`src/rtl/pong_game_ctrl_pkg.sv`:
```
`default_nettype none
// ============================================================================
// Module      : pong_game_ctrl_pkg
// Description : Shared Pong playfield geometry, FSM state encoding and
//               winner codes.
// Revision    : 1.0 - initial release
// ============================================================================
package pong_game_ctrl_pkg;

    localparam logic [9:0] LEFT_GAME_BOUND  = 10'd10;
    localparam logic [9:0] RIGHT_GAME_BOUND = 10'd630;
    localparam logic [9:0] BALL_RADIUS      = 10'd8;
    localparam logic [9:0] PADDLE_WIDTH     = 10'd10;
    localparam logic [9:0] PADDLE_HEIGHT    = 10'd80;
    localparam logic [9:0] V_OFFSET         = 10'd30;

    typedef enum logic [2:0] {
        ST_IDLE  = 3'd0,
        ST_SERVE = 3'd1,
        ST_PLAY  = 3'd2,
        ST_POINT = 3'd3,
        ST_OVER  = 3'd4
    } state_t;

    localparam logic [1:0] WINNER_NONE = 2'd0;
    localparam logic [1:0] WINNER_P1   = 2'd1;
    localparam logic [1:0] WINNER_P2   = 2'd2;

endpackage : pong_game_ctrl_pkg
`default_nettype wire

```
`src/rtl/pong_game_ctrl_tick_gen.sv`:
```
`default_nettype none
// ============================================================================
// Module      : pong_game_ctrl_tick_gen
// Description : Free-running TICK_DIV counter with a registered one-cycle
//               game tick, shared by every game-rate block.
// Revision    : 1.0 - initial release
// ============================================================================
module pong_game_ctrl_tick_gen #(
    parameter int unsigned TICK_DIV = 1048576
) (
    input  logic clk,
    input  logic rst,
    output logic game_tick
);

    localparam int unsigned          c_cnt_w   = (TICK_DIV > 1) ? $clog2(TICK_DIV) : 1;
    localparam logic [c_cnt_w-1:0]   c_cnt_max = c_cnt_w'(TICK_DIV - 1);

    logic [c_cnt_w-1:0] count_q;
    logic [c_cnt_w-1:0] count_d;
    logic               tick_q;
    logic               tick_d;

    always_comb begin
        count_d = count_q + 1'b1;
        tick_d  = 1'b0;
        if (count_q == c_cnt_max) begin
            count_d = '0;
            tick_d  = 1'b1;
        end
    end

    always_ff @(posedge clk or posedge rst) begin
        if (rst) begin
            count_q <= '0;
            tick_q  <= 1'b0;
        end else begin
            count_q <= count_d;
            tick_q  <= tick_d;
        end
    end

    assign game_tick = tick_q;

endmodule : pong_game_ctrl_tick_gen
`default_nettype wire

```
`src/rtl/pong_game_ctrl.sv`:
```
`default_nettype none
// ============================================================================
// Module      : pong_game_ctrl
// Description : Pong game sequencer - game tick, miss detection, scoring and
//               the IDLE/SERVE/PLAY/POINT/OVER flow.
// Revision    : 1.0 - initial release
// ============================================================================
module pong_game_ctrl
    import pong_game_ctrl_pkg::*;
#(
    parameter int unsigned TICK_DIV    = 1048576,
    parameter int unsigned SERVE_TICKS = 60,
    parameter int unsigned POINT_TICKS = 90,
    parameter int unsigned WIN_SCORE   = 7,
    parameter logic [9:0]  LEFT_BOUND  = LEFT_GAME_BOUND,
    parameter logic [9:0]  RIGHT_BOUND = RIGHT_GAME_BOUND
) (
    input  logic       clk,
    input  logic       rst,
    input  logic       start,
    input  logic       pause,
    input  logic [9:0] ball_Pos_H,
    output logic       game_tick,
    output logic       move_en,
    output logic       ball_load,
    output logic       serve_dir,
    output logic [3:0] score_p1,
    output logic [3:0] score_p2,
    output logic [1:0] winner,
    output logic [2:0] state
);

    localparam int unsigned        c_tmr_max  = (SERVE_TICKS > POINT_TICKS) ? SERVE_TICKS : POINT_TICKS;
    localparam int unsigned        c_tmr_w    = $clog2(c_tmr_max + 1);
    localparam logic [c_tmr_w-1:0] c_serve_ld = c_tmr_w'(SERVE_TICKS);
    localparam logic [c_tmr_w-1:0] c_point_ld = c_tmr_w'(POINT_TICKS);
    localparam logic [c_tmr_w-1:0] c_tmr_one  = c_tmr_w'(1);
    localparam logic [3:0]         c_win      = 4'(WIN_SCORE);

    state_t               state_q,     state_d;
    logic [c_tmr_w-1:0]   timer_q,     timer_d;
    logic [3:0]           score_p1_q,  score_p1_d;
    logic [3:0]           score_p2_q,  score_p2_d;
    logic [1:0]           winner_q,    winner_d;
    logic                 serve_dir_q, serve_dir_d;
    logic                 ball_load_q, ball_load_d;
    logic                 start_prev_q;

    logic                 w_start_edge;
    logic                 w_active;
    logic                 w_miss_left;
    logic                 w_miss_right;
    logic [3:0]           w_p1_inc;
    logic [3:0]           w_p2_inc;

    pong_game_ctrl_tick_gen #(
        .TICK_DIV (TICK_DIV)
    ) u_tick_gen (
        .clk       (clk),
        .rst       (rst),
        .game_tick (game_tick)
    );

    assign w_start_edge = start & ~start_prev_q;
    assign w_active     = game_tick & ~pause;
    assign w_miss_left  = (ball_Pos_H <= LEFT_BOUND);
    assign w_miss_right = (ball_Pos_H >= RIGHT_BOUND);
    assign w_p1_inc     = score_p1_q + 4'd1;
    assign w_p2_inc     = score_p2_q + 4'd1;

    always_comb begin
        state_d     = state_q;
        timer_d     = timer_q;
        score_p1_d  = score_p1_q;
        score_p2_d  = score_p2_q;
        winner_d    = winner_q;
        serve_dir_d = serve_dir_q;
        ball_load_d = 1'b0;

        unique case (state_q)
            ST_IDLE: begin
                if (w_start_edge) begin
                    state_d     = ST_SERVE;
                    timer_d     = c_serve_ld;
                    ball_load_d = 1'b1;
                end
            end

            ST_SERVE: begin
                if (w_active) begin
                    timer_d = timer_q - c_tmr_one;
                    if (timer_q == c_tmr_one) begin
                        state_d = ST_PLAY;
                    end
                end
            end

            ST_PLAY: begin
                // Left miss takes priority when both bounds are hit at once.
                if (w_active && w_miss_left) begin
                    serve_dir_d = 1'b0;
                    if (score_p2_q < c_win) begin
                        score_p2_d = w_p2_inc;
                    end
                    if (w_p2_inc == c_win) begin
                        state_d  = ST_OVER;
                        winner_d = WINNER_P2;
                    end else begin
                        state_d = ST_POINT;
                        timer_d = c_point_ld;
                    end
                end else if (w_active && w_miss_right) begin
                    serve_dir_d = 1'b1;
                    if (score_p1_q < c_win) begin
                        score_p1_d = w_p1_inc;
                    end
                    if (w_p1_inc == c_win) begin
                        state_d  = ST_OVER;
                        winner_d = WINNER_P1;
                    end else begin
                        state_d = ST_POINT;
                        timer_d = c_point_ld;
                    end
                end
            end

            ST_POINT: begin
                if (w_active) begin
                    timer_d = timer_q - c_tmr_one;
                    if (timer_q == c_tmr_one) begin
                        state_d     = ST_SERVE;
                        timer_d     = c_serve_ld;
                        ball_load_d = 1'b1;
                    end
                end
            end

            ST_OVER: begin
                if (w_start_edge) begin
                    score_p1_d  = 4'd0;
                    score_p2_d  = 4'd0;
                    winner_d    = WINNER_NONE;
                    serve_dir_d = 1'b1;
                    state_d     = ST_SERVE;
                    timer_d     = c_serve_ld;
                    ball_load_d = 1'b1;
                end
            end

            default: begin
                state_d = ST_IDLE;
            end
        endcase
    end

    // start_prev resets high so a button held through reset needs a new press.
    always_ff @(posedge clk or posedge rst) begin
        if (rst) begin
            state_q      <= ST_IDLE;
            timer_q      <= '0;
            score_p1_q   <= 4'd0;
            score_p2_q   <= 4'd0;
            winner_q     <= WINNER_NONE;
            serve_dir_q  <= 1'b1;
            ball_load_q  <= 1'b0;
            start_prev_q <= 1'b1;
        end else begin
            state_q      <= state_d;
            timer_q      <= timer_d;
            score_p1_q   <= score_p1_d;
            score_p2_q   <= score_p2_d;
            winner_q     <= winner_d;
            serve_dir_q  <= serve_dir_d;
            ball_load_q  <= ball_load_d;
            start_prev_q <= start;
        end
    end

    assign move_en   = (state_q == ST_PLAY) & ~pause;
    assign ball_load = ball_load_q;
    assign serve_dir = serve_dir_q;
    assign score_p1  = score_p1_q;
    assign score_p2  = score_p2_q;
    assign winner    = winner_q;
    assign state     = state_q;

endmodule : pong_game_ctrl
`default_nettype wire

```
`config.mk`:
```
export PLATFORM = sky130hd
export DESIGN_NAME = pong_game_ctrl
export DESIGN_NICKNAME = d
export VERILOG_FILES = /design/src/rtl/pong_game_ctrl_pkg.sv /design/src/rtl/pong_game_ctrl_tick_gen.sv /design/src/rtl/pong_game_ctrl.sv
export SDC_FILE = /design/constraint.sdc
export NUM_CORES = 1
export LEC_CHECK = 0
export CAP_MARGIN = 40
export CORE_MARGIN = 8
export CORE_UTILIZATION = 55
export CTS_CLUSTER_SIZE = 10
export DETAILED_ROUTE_END_ITERATION = 7
export PLACE_DENSITY = 0.9
export SYNTH_ARGS = -nofsm -noshare
export SYNTH_HDL_FRONTEND = slang
export SYNTH_HIERARCHICAL = 1
export SYNTH_SLANG_ARGS = --single-unit
```
`constraint.sdc`:
```
create_clock -name clk -period 2.52 [get_ports clk]
set_input_delay 0.504 -clock clk [delete_from_list [all_inputs] [get_ports clk]]
set_output_delay 0.504 -clock clk [all_outputs]
set_load 0.1 [all_outputs]
```
## Yosys cells after proc, flatten, opt, wreduce, memory -nomap -nowiden

Cells that the tools add are included.

| word-level totals | value |
|---|---|
| register bits after elaboration | 44 |
| input bits | 14 |
| output and inout port bits | 17 |
| word-level logic and storage cells | 102 |

| cells by class | value |
|---|---|
| $add $sub $neg | 4 |
| $lt $le $gt $ge | 4 |
| equal/unequal tests | 24 |
| mux-type cells | 43 |
| bitwise logic cells | 5 |
| reduce and logical (&&, ||, !) cells | 12 |

Operators with widths:

| operator | number |
|---|---|
| $mux 7 | 8 |
| $pmux 7 s4 | 1 |
| $mux 3 | 9 |
| $mux 4 | 6 |
| $add 20x1->20 const B | 1 |
| $eq 20x20->1 const B | 1 |
| $mux 20 | 1 |
| $ne 2x2->1 const B | 10 |
| $pmux 4 s2 | 2 |
| $ne 3x3->1 const B | 5 |
| $pmux 3 s4 | 1 |
| $ge 10x10->1 const B | 1 |
| $le 10x4->1 const B | 1 |
| $mux 2 | 5 |
| $reduce_and 5->1 | 2 |
| $add 4x1->4 const B | 2 |
| $eq 4x3->1 const B | 2 |
| $lt 4x3->1 const B | 2 |
| $eq 7x1->1 const B | 1 |
| $mux 1 | 7 |
| $reduce_and 7->1 | 1 |
| $sub 7x1->7 const B | 1 |
| $eq 3x2->1 const B | 2 |
| $reduce_and 6->1 | 1 |
| 14 further kinds | 19 |

## Longest topological paths before layout

Gate-level depths: netlist of the first run.

| logic depth | value |
|---|---|
| word-level depth | 6 |
| gate-level depth with buffers | 8 |
| gate-level depth less buffers | 7 |

## Modules after synthesis

The synthesis of the first run kept the hierarchy.

By module, submodules not included:

| module | times used | cells an instance | area an instance (um^2) | sequential area each (um^2) |
|---|---|---|---|---|
| pong_game_ctrl | 1 | 169 | 1510.2 | 578.1 |
| pong_game_ctrl_tick_gen | 1 | 91 | 967.2 | 525.5 |

## Least setup slack after synthesis of the first run

Ideal clock, no wire load.

| timing | value |
|---|---|
| path type | reg2out |
| start | register state_q[1], in the netlist state[1] |
| end | output move_en |
| arrival time | 2764 ps |
| data required time | 2016 ps |
| path slack | -748 ps |
| cell stages (with the launch flop) | 4 |
| buffers on the path | 0 |
| cells stage by stage | dfrtp_1 -> nor2b_1 -> nand2_2 -> nor2_1 |

| between the ends | value |
|---|---|
| word-level cells in the longest chain between the ends | 2 |

RTL lines:

| what | RTL line | RTL |
|---|---|---|
| from (decl) | pong_game_ctrl.sv:40 | `state_t state_q, state_d;` |
| from (signal assigned) | pong_game_ctrl.sv:168 | `state_q <= state_d;` |
| $eq 3x2->1 | pong_game_ctrl.sv:179 | `assign move_en = (state_q == ST_PLAY) & ~pause;` |
| $and 1x1->1 | pong_game_ctrl.sv:179 |  |
| to (decl) | pong_game_ctrl.sv:24 | `output logic move_en,` |

No other way between the ends.

## Worst setup path in the final report of the first run

| timing | value |
|---|---|
| start | input ball_Pos_H[4] |
| end | register timer_q[2] |

| between the ends | value |
|---|---|
| word-level cells in the longest chain between the ends | 4 |
| elaborated cells on any way between the ends | 10 |
| those cells by class | order compare (2); eq/ne (3); mux (2); reduce/logical (3) |

RTL lines:

| what | RTL line | RTL |
|---|---|---|
| from (decl) | pong_game_ctrl.sv:22 | `input logic [9:0] ball_Pos_H,` |
| $le 10x4->1 or $ge 10x10->1 (tied branches) | pong_game_ctrl.sv:66, pong_game_ctrl.sv:67 |  |
| $logic_and 1x1->1, on equally long branches | pong_game_ctrl.sv:100, pong_game_ctrl.sv:112 |  |
| $ne 3x3->1 (no line) or $mux 7 (tied branches) | - |  |
| $reduce_and 7->1 (no line) or $pmux 7 s4 (tied branches) | - |  |
| to (signal assigned) | pong_game_ctrl.sv:169 | `timer_q <= timer_d;` |
| to (decl) | pong_game_ctrl.sv:41 | `logic [c_tmr_w-1:0] timer_q, timer_d;` |

Several ways; a longest one is shown, not always the timed one.
A chain may end at the register's enable or synchronous reset.

==> results of run 1 <==
[cell families (layout without fill, tap and decap cells)]
family,Yosys count,in the layout
fa+ha+maj,7,7
compound gates,61,61
mux,5,5
xor+xnor,17,17
flops,44,44
simple gates,106,106
buf+inv,20,66
[cell type report]
class                           count  area share (%)
Timing Repair Buffer               44            12.5
Clock buffer                        6            2.41
Clock inverter                      2            1.16
Multi-Input combinational cell    196            43.3
Tap cell                           52            2.16
Sequential cell                    44            36.8
Inverter                           14            1.74
[synth_stat cells (all sizes together) (3+ instances only)]
library cell / n
o31ai: 4
nand3: 16
nor2b: 3
a22o: 5
a31oi: 3
nand2: 21
a21o: 3
nand2b: 5
clkbuf: 4
nor2: 19
xor2: 6
xnor2: 11
ha: 7
nand4: 4
dfrtp: 42
and3: 9
or3: 4
a21oi: 15
or2: 4
nor4: 4
inv: 14
nor3: 12
a221oi: 4
o21ai: 15
mux2: 3
[metal layers]
| metal | vias up | track usage, % | wire length (microns) |
|---|---|---|---|
| met1 | 1022 | 20.0 | 2370 |
| met3 | 11 | 4.88 | 324 |
| met2 | 66 | 27.7 | 2750 |
| met4 | 0 | 7.03 | 99 |
| met5 | - | 0 | 0 |
| li1 | 1030 | - | - |
[registers in the layout, indices dropped and copies added (netlist names)]
register,cells
ball_load,1
score_p1,4
score_p2,4
serve_dir,1
start_prev_q,1
state,3
timer_q,7
u_tick_gen/count_q,20
u_tick_gen/game_tick,1
winner,2
[worst min-delay path by stage]
stage | startpoint | endpoint | slack, ns | cells past startpoint
6_report | u_tick_gen/count_q[14] | u_tick_gen/count_q[14] | 0.48 | 1
4_1_cts | u_tick_gen/count_q[14] | u_tick_gen/count_q[14] | 0.48 | 1
2_1_floorplan | u_tick_gen/count_q[14] | u_tick_gen/count_q[14] | 0.45 | 1
5_1_grt | u_tick_gen/count_q[14] | u_tick_gen/count_q[14] | 0.50 | 1
3_5_place_dp | u_tick_gen/count_q[14] | u_tick_gen/count_q[14] | 0.47 | 1
3_3_place_gp | u_tick_gen/count_q[14] | u_tick_gen/count_q[14] | 0.47 | 1
[power by group]
part	internal, uW	switching [uW]	leakage, uW	total [uW]
combinational	28.2	31.0	0.000748	59.2
sequential	707	0.194	0.000569	707
clock	294	240	0.0000552	534
[worst max-delay path, delay by kind of cell]
kind | cells | cell delay (ns)
compound gates | 4 | 0.92
buf+inv | 1 | 0.43
mux | 1 | 0.32
simple gates | 1 | 0.30
[metrics by stage]
| step | setup TNS (ns) | hold slack, ns | instance area (sq um) |
|---|---|---|---|
| after floorplan | 0 | 0.446 | 2490 |
| after global placement | -0.0128 | 0.466 | 2900 |
| after detailed placement | -0.125 | 0.469 | 2900 |
| after CTS | 0 | 0.482 | 3010 |
| after global routing | 0 | 0.499 | 3010 |
| final | 0 | 0.483 | 3010 |
==> impl_metrics.py, run 1 <==
metrics = {
    "logic_synthesis": {
        "ys_types": 51,
        "syn_inst": 260,
        "synth_edf_count": 0,
        "synthSimpleGateAreaFrac_pct": 22.8,
        "synth_top_family_by_area": "simple AND/OR/NAND/NOR gates",
        "yosysSeqAreaShare_pct": 44.5,
        "avgSynthCellArea_sq_um": 9.53,
        "yosysTopAreaCellShare_pct": 42.4,
        "async_flop_share_pct": 100,
        "synth_compound_area_share_pct": 17.5,
        "synthMuxAreaShare_pct": 2.47,
        "synthFlopType": "dfrtp_1",
        "ys_warn_count": 6,
        "syn_area_sq_um": 2480,
        "yosys.area_share.adder_pct": 3.54,
        "ys_ff_latch": 44,
        "synth-xor-area-share_pct": 6.01,
        "synth_area_leader_cell": "dfrtp_1",
        "syn-num-nets": 281,
        "synthTopCellsByArea": "dfrtp_1, xnor2_1, ha_1",
    },
    "place": {
        "port_buffers": 30,
        "dp_cells": 350,
        "dp_hpwl_microns": 3990,
        "globalplace.congestion": 0.838,
        "dp_worst_setup_slack_ns": -0.0646,
    },
    "floorplan": {
        "core_region_area_sq_um": 4350,
        "die_w_microns": 83.1,
        "rows": 24,
        "dieArea_sq_um": 6910,
        "start_util_pct": 56.9,
        "io_pins": 31,
        "fp.dieH_microns": 83.1,
    },
    "finish": {
        "final_common_cell": "dfrtp_1",
        "fin_cells": 358,
        "layout.nets": 326,
        "antenna_cells": 0,
        "fillCellCount": 314,
        "drive_gt1_share_pct": 20.9,
        "syn2layout_area_growth_pct": 21.6,
        "mostFrequentLayoutCells": "dfrtp_1, buf_4, nand2_1",
        "regArea_sq_um": 1110,
        "finish.utilization_pct": 69.2,
        "multi_input_area_sq_um": 1300,
    },
    "setup_path": {
        "end_kind": "flip-flop",
        "reg2reg_depth": 6,
        "r2r_slack_ns": 0.37,
        "slowest_delay_ns": 0.43,
        "endpoint": "timer_q[2]",
        "critPathLaunchType": "input pin",
        "crit_path_top_delay_cell": "clkdlybuf4s50_1",
        "r2r_end": "state[0]",
        "path_max_fanout": 5,
        "path_class": "in -> reg",
        "worstReg2RegStart": "timer_q[3]",
        "crit_start": "ball_Pos_H[4]",
        "crit_required_ns": 2.71,
        "crit_chain": "clkdlybuf4s50_1, nor4_2, o2111ai_2, a221oi_2, a32oi_2, o21ai_4, mux2_4",
        "arrival_ns": 2.47,
    },
    "clocking": {
        "post-cts-setup-buffer-count": 0,
        "clk_pin_slew_ns": 0.08,
        "insertion_delay_ns": 0.30,
        "clockBufferDepth": 2,
        "post_cts_resized": 0,
        "cts-root-buf": "clkbuf_8",
        "postCtsHoldBufs": 0,
        "cts_made_buffers": 5,
        "h-tree-depth": 2,
        "cts_sinks": 44,
        "cts_tree": "built",
    },
    "power_and_ir_drop": {
        "p_total_uw": 1300,
        "peakVddDrop_uv": 285,
        "leakage_uw": 0.00137,
        "p_per_area_nw_per_um2": 432,
    },
    "sta": {
        "grt_setup_unrepaired": "false",
        "worst_pin_slew_ns": 0.792,
        "finalWorstSetupSlack_ns": 0.240,
        "hold_violations": 0,
        "slew_violations": 0,
        "fmax_mhz": 439,
        "fin_skew_ns": 0.00695,
        "maxSlewHeadroom_pct": 45.9,
        "period_share_pct": 90.5,
        "setup_viol": 0,
        "layout_min_cycle_time_ns": 2.28,
    },
    "job": {
        "drv_cap": 0,
    },
    "grt": {
        "grt_pass1_vias": 2163,
        "gr-total-overflow": 0,
        "antenna_found_initial": 0,
        "grt_usage_pct": 16.9,
        "grt_max_degree": 24,
        "grt_pass1_wl_microns": 9960,
    },
    "route": {
        "drc": 0,
        "vias_per_cell": 5.95,
        "vias": 2129,
        "wire_per_inst_microns": 15.5,
        "first_pass_iters": 4,
        "drt_iter0_markers": 202,
        "wirelength_microns": 5540,
        "final_antenna_net_count": 0,
    },
    "run_status": {
        "outcome": "complete, no violations",
    },
    "min_path": {
        "min_path_type": "reg -> reg",
    },
}
(Power assumes the default switching activity.)
==> inputs of run 2 (changes only) <==
- GPL_TIMING_DRIVEN: not set -> 0
==> impl_metrics.py, run 2 (synthesis gave the netlist of run 1 again) <==
metrics = {
    "run_status": {
        "outcome": "complete, no violations",
    },
    "min_path": {
        "worstHoldPathCells": 1,
        "min_from": "u_tick_gen/count_q[10]",
        "min_to": "u_tick_gen/count_q[10]",
        "min_path_type": "reg -> reg",
    },
    "sta": {
        "worst_pin_slew_ns": 0.812,
        "slew_violations": 0,
        "setup_viol": 0,
        "period_share_pct": 97.5,
        "fmax_mhz": 407,
        "hold_violations": 0,
        "maxSlewHeadroom_pct": 44.4,
        "fin_skew_ns": 0.0103,
        "layout_min_cycle_time_ns": 2.46,
    },
    "clocking": {
        "clockBufferDepth": 2,
        "clk_pin_slew_ns": 0.08,
        "insertion_delay_ns": 0.30,
        "h-tree-depth": 2,
        "postCtsHoldBufs": 0,
        "cts_sinks": 44,
        "cts_tree": "built",
        "cts-root-buf": "clkbuf_8",
        "cts_made_buffers": 5,
    },
    "floorplan": {
        "dieArea_sq_um": 6910,
        "io_pins": 31,
        "die_w_microns": 83.1,
        "rows": 24,
        "start_util_pct": 56.9,
        "fp.dieH_microns": 83.1,
        "core_region_area_sq_um": 4350,
    },
    "setup_path": {
        "worstReg2RegStart": "score_p2[0]",
        "r2r_slack_ns": 0.30,
        "critPathLaunchType": "input pin",
        "path_class": "in -> reg",
        "crit_required_ns": 2.71,
        "path_max_fanout": 6,
        "arrival_ns": 2.65,
        "reg2reg_depth": 6,
        "end_kind": "flip-flop",
        "r2r_end": "timer_q[2]",
    },
    "route": {
        "wirelength_microns": 5850,
        "vias": 2178,
        "wire_per_inst_microns": 15.7,
        "vias_per_cell": 5.84,
        "first_pass_iters": 4,
        "drt_iter0_markers": 163,
        "drc": 0,
        "final_antenna_net_count": 0,
    },
    "grt": {
        "grt_pass1_vias": 2146,
        "grt_usage_pct": 16.5,
        "gr-total-overflow": 0,
        "antenna_found_initial": 0,
        "grt_pass1_wl_microns": 9600,
        "grt_max_degree": 22,
    },
    "finish": {
        "drive_gt1_share_pct": 17.8,
        "largest_register": "u_tick_gen/count_q",
        "largest_reg_flops": 20,
        "regArea_sq_um": 1110,
        "layout.nets": 341,
        "largest_registers": "u_tick_gen/count_q x20, timer_q x7",
        "mostFrequentLayoutCells": "dfrtp_1, clkdlybuf4s50_1, nand2_1",
        "syn2layout_area_growth_pct": 33.1,
        "fillCellCount": 281,
        "antenna_cells": 0,
        "multi_input_area_sq_um": 1360,
        "design_area_sq_um": 3300,
        "final_common_cell": "dfrtp_1",
    },
    "power_and_ir_drop": {
        "swShare_pct": 22.4,
        "leakage_uw": 0.00143,
        "peakVddDrop_uv": 230,
        "seqPwrFrac_pct": 58.9,
        "p_total_uw": 1200,
        "internal_power_uw": 931,
        "power_frac_comb_pct": 5.0,
        "clockPowerShare_pct": 36.0,
        "switchingPower_uw": 268,
        "p_per_area_nw_per_um2": 364,
    },
    "place": {
        "port_buffers": 30,
        "dp_hpwl_microns": 4280,
        "globalplace.congestion": 0.793,
        "place_area_sq_um": 3120,
    },
    "job": {
        "drv_cap": 0,
    },
}
## run 2: worst max-delay path by stage
stage	end	start	depth (start not counted)	slack (ns)
2_1_floorplan	timer_q[2]	u_tick_gen/game_tick	6	0.02
3_3_place_gp	timer_q[5]	pause	7	-0.35
3_5_place_dp	timer_q[2]	pause	7	-0.38
4_1_cts	timer_q[2]	ball_Pos_H[4]	7	0.02
5_1_grt	timer_q[2]	ball_Pos_H[9]	7	-0.02
6_report	timer_q[2]	pause	7	0.06
## run 2: timing repair
action | in CTS | in global routing
gates resized for setup | 3 | 4
pin swaps | 0 | 4
buffers inserted | 0 | 5
cloned | 0 | 0
endpoints found under the setup margin | 3 | 3
## run 2: power by group through the flow
stage               Clock, uW  Sequential, uW  Combinational, uW
finish                    432             707               60.4
global route              464             707               67.0
CTS                       434             707               60.0
detailed placement          0             721               58.7
global placement            0             721               52.4
floorplan                   0             721               22.9
## run 2: final cells by class
type	count	share of cell area [%]
inverters	14	1.59
well taps	52	1.97
flip-flops and latches	44	33.6
clock buffers	8	2.43
plain buffers	6	0.759
repair buffers	53	18.4
multi-input cells	196	41.2
## run 2: metal layers
layer / up-vias / wire length [microns] / track usage, %
met5: - / 0 / 0
li1: 1062 / - / -
met1: 1044 / 2410 / 17.5
met2: 59 / 3020 / 29.6
met3: 13 / 278 / 4.30
met4: 0 / 138 / 7.67
## run 2: critical path, cell delays in order
cell and delay [ns]:
clkdlybuf4s50_1 0.47, and2b_1 0.36, o2111ai_4 0.25, a221oi_4 0.34, a32oi_4 0.12, o21ai_4 0.28
mux2_4 0.32
## run 2: stage by stage
| stage | std cells | setup slack (ns) | hold WS (ns) | setup TNS (ns) | utilization (%) |
|---|---|---|---|---|---|
| CTS | 368 | 0.0214 | 0.492 | 0 | 74.0 |
| finish | 373 | 0.0638 | 0.493 | 0 | 75.7 |
| global route | 373 | -0.0241 | 0.515 | -0.0438 | 75.7 |
| global placement | 342 | -0.354 | 0.466 | -1.91 | 65.5 |
| detailed placement | 360 | -0.377 | 0.478 | -1.98 | 71.8 |
| floorplan | 260 | 0.0156 | 0.446 | 0 | - |
==> RTL edit: new RTL, settings of run 2 <==
`POINT_TICKS`: 90 -> 180.
--- a/src/rtl/pong_game_ctrl.sv
+++ b/src/rtl/pong_game_ctrl.sv
@@ -11,5 +11,5 @@
     parameter int unsigned TICK_DIV    = 1048576,
     parameter int unsigned SERVE_TICKS = 60,
-    parameter int unsigned POINT_TICKS = 90,
+    parameter int unsigned POINT_TICKS = 180,
     parameter int unsigned WIN_SCORE   = 7,
     parameter logic [9:0]  LEFT_BOUND  = LEFT_GAME_BOUND,
Behaviour: no difference found for any inputs over 10 cycles, from zero or initial values and one cycle with rst high; that may be too few to reach the edited logic, so the function may still have changed.
==> RTL edit against run 2 <==
Cell area is 0.57% higher. Sequential cell count is 1 higher. Wire length is 16% higher. Worst hold slack worse by 0.0059 ns. Worst setup slack better by 0.070 ns. Power is 13% higher. Area after synthesis is 2.6% higher. Maximum frequency is 2.9% higher. Critical endpoint is now timer_q[4]$_DFFE_PP0P_. Largest cell class unchanged. Highest routed layer unchanged.
==> RTL edit: results (changes against run 2) <==
----------------------------------------------------
[Logic synthesis]
  Number of instances in the synthesized netlist ... 258 (was 260)
  Top cells by count, synth ... dfrtp_1, nor2_1, nand2_1, nand3_1, o21ai_0 (was dfrtp_1, nand2_1, nor2_1, a21oi_1, nand3_1)
  Sequential fraction of the synthesis area ... 44.41% (was 44.55%)
  Synthesized Nets ... 279 (was 281)

[Global route]
  Number of global-route vias before repair ... 2,279 (was 2,146)
  Global-route wire length before repair ... 11,000 µm (was 9597 µm)
  GRT Overall Usage ... 19.00% (was 16.51%)
  Met1 routing resource usage after global routing ... 20.09% (was 17.51%)

[Route]
  Routed met2 length ... 3477 µm (was 3021 µm)
  Average detailed-routed wire length per instance ... 18.57 µm (was 15.67 µm)
  Detailed Routing Iterations Pass 1 ... 5 (was 4)

[Worst setup path]
  Crit-path max FO ... 9 (was 6)
  Worst reg2reg path depth ... 7 (was 6)
  Source of the worst register-to-register timing path ... score_p1[0]$_DFFE_PP0P_ (was score_p2[0]$_DFFE_PP0P_)
  Worst EP arrival ... 2.57 ns (was 2.65 ns)
  Capturing instance or port of the critical path ... timer_q[4]$_DFFE_PP0P_ (was timer_q[2]$_DFFE_PP0P_)
  Worst r2r dst ... timer_q[3]$_DFFE_PP0P_ (was timer_q[2]$_DFFE_PP0P_)

[Layout]
  Final layout net count ... 334 (was 341)
  Fraction of layout cells with a size suffix above 1 ... 20.06% (was 17.76%)
  Largest registers ranked by flip-flop count ... u_tick_gen/count_q: 20 flops, timer_q: 8 flops (was u_tick_gen/count_q: 20 flops, timer_q: 7 flops)

[Min path]
  Startpoint of the most critical hold path ... u_tick_gen/count_q[0]$_DFF_PP0_ (was u_tick_gen/count_q[10]$_DFF_PP0_)

[Power and ir drop]
  VDD IR max ... 437.4 µV (was 229.5 µV)
  Leakage dissipation ... 1.401 nW (was 1.434 nW)

[STA]
  Remaining max-slew budget at the tightest pin ... 48.29% (was 44.44%)

[Placement]
  Post-detail-place hpwl ... 4796 µm (was 4282 µm)
  Final GP Congestion ... 0.8256 (was 0.7933)

[Outcome]
  Outcome ... finished, final reports clean (unchanged)

----------------------------------------------------
[RTL edit: repair_timing]
action / CTS / global route
hold buffers: 0 / 0
setup buffers: 1 / 0
setup endpoints to repair: 1 / 1
resized for setup: 3 / 0
[RTL edit: area by class of cell]
type	count	area, µm²
inverter	11	41.29
clock buffer	6	82.58
buffer	4	22.52
tap	52	65.06
fill	294	1099
sequential	45	1135
clock inverter	2	37.54
timing repair buffer	48	573.1
multi-input combinational	198	1359
[RTL edit: logic make-up after synthesis]
| family | count (synthesis) | synth area share (%) |
|---|---|---|
| flip-flops | 45 | 44.41 |
| AND/OR/NAND/NOR | 111 | 24.13 |
| XOR/XNOR | 15 | 5.170 |
| AO/OA/AOI/OAI | 63 | 19.30 |
| buffers and inverters | 15 | 2.511 |
| multiplexers | 2 | 1.034 |
| adder cells (fa/ha/maj) | 7 | 3.446 |
[RTL edit: through the flow]
stage               worst slack [ns]  TNS [ns]  hold WS (ns)  total power [mW]  util (%)
floorplan                   -0.07710  -0.07710        0.4455            0.7536         -
CTS                         0.007443         0        0.4906             1.358     75.34
detailed placement          -0.08114   -0.2743        0.4770            0.7880     72.25
global placement             -0.2244   -0.2244        0.4679            0.7818     66.13
finish                        0.1334         0        0.4876             1.359     75.11
global route                  0.1158         0        0.5085             1.394     75.11
[RTL edit: worst reg2reg max path: stages, from the launching register on]
cell and delay, ns:
dfrtp_2 0.46, ha_1 0.28, nand2b_1 0.17, o21ai_1 0.22
o211ai_4 0.13, a211oi_4 0.51, nor2_2 0.12, mux2_4 0.31
[RTL edit: where the power goes]
group	total (mW)	switching (mW)	internal [mW]	leakage, nW
Sequential	0.723	0.000225	0.723	0.573
Clock	0.586	0.263	0.323	0.0574
Combinational	0.0501	0.0270	0.0231	0.771
Total	1.36	0.290	1.07	1.40
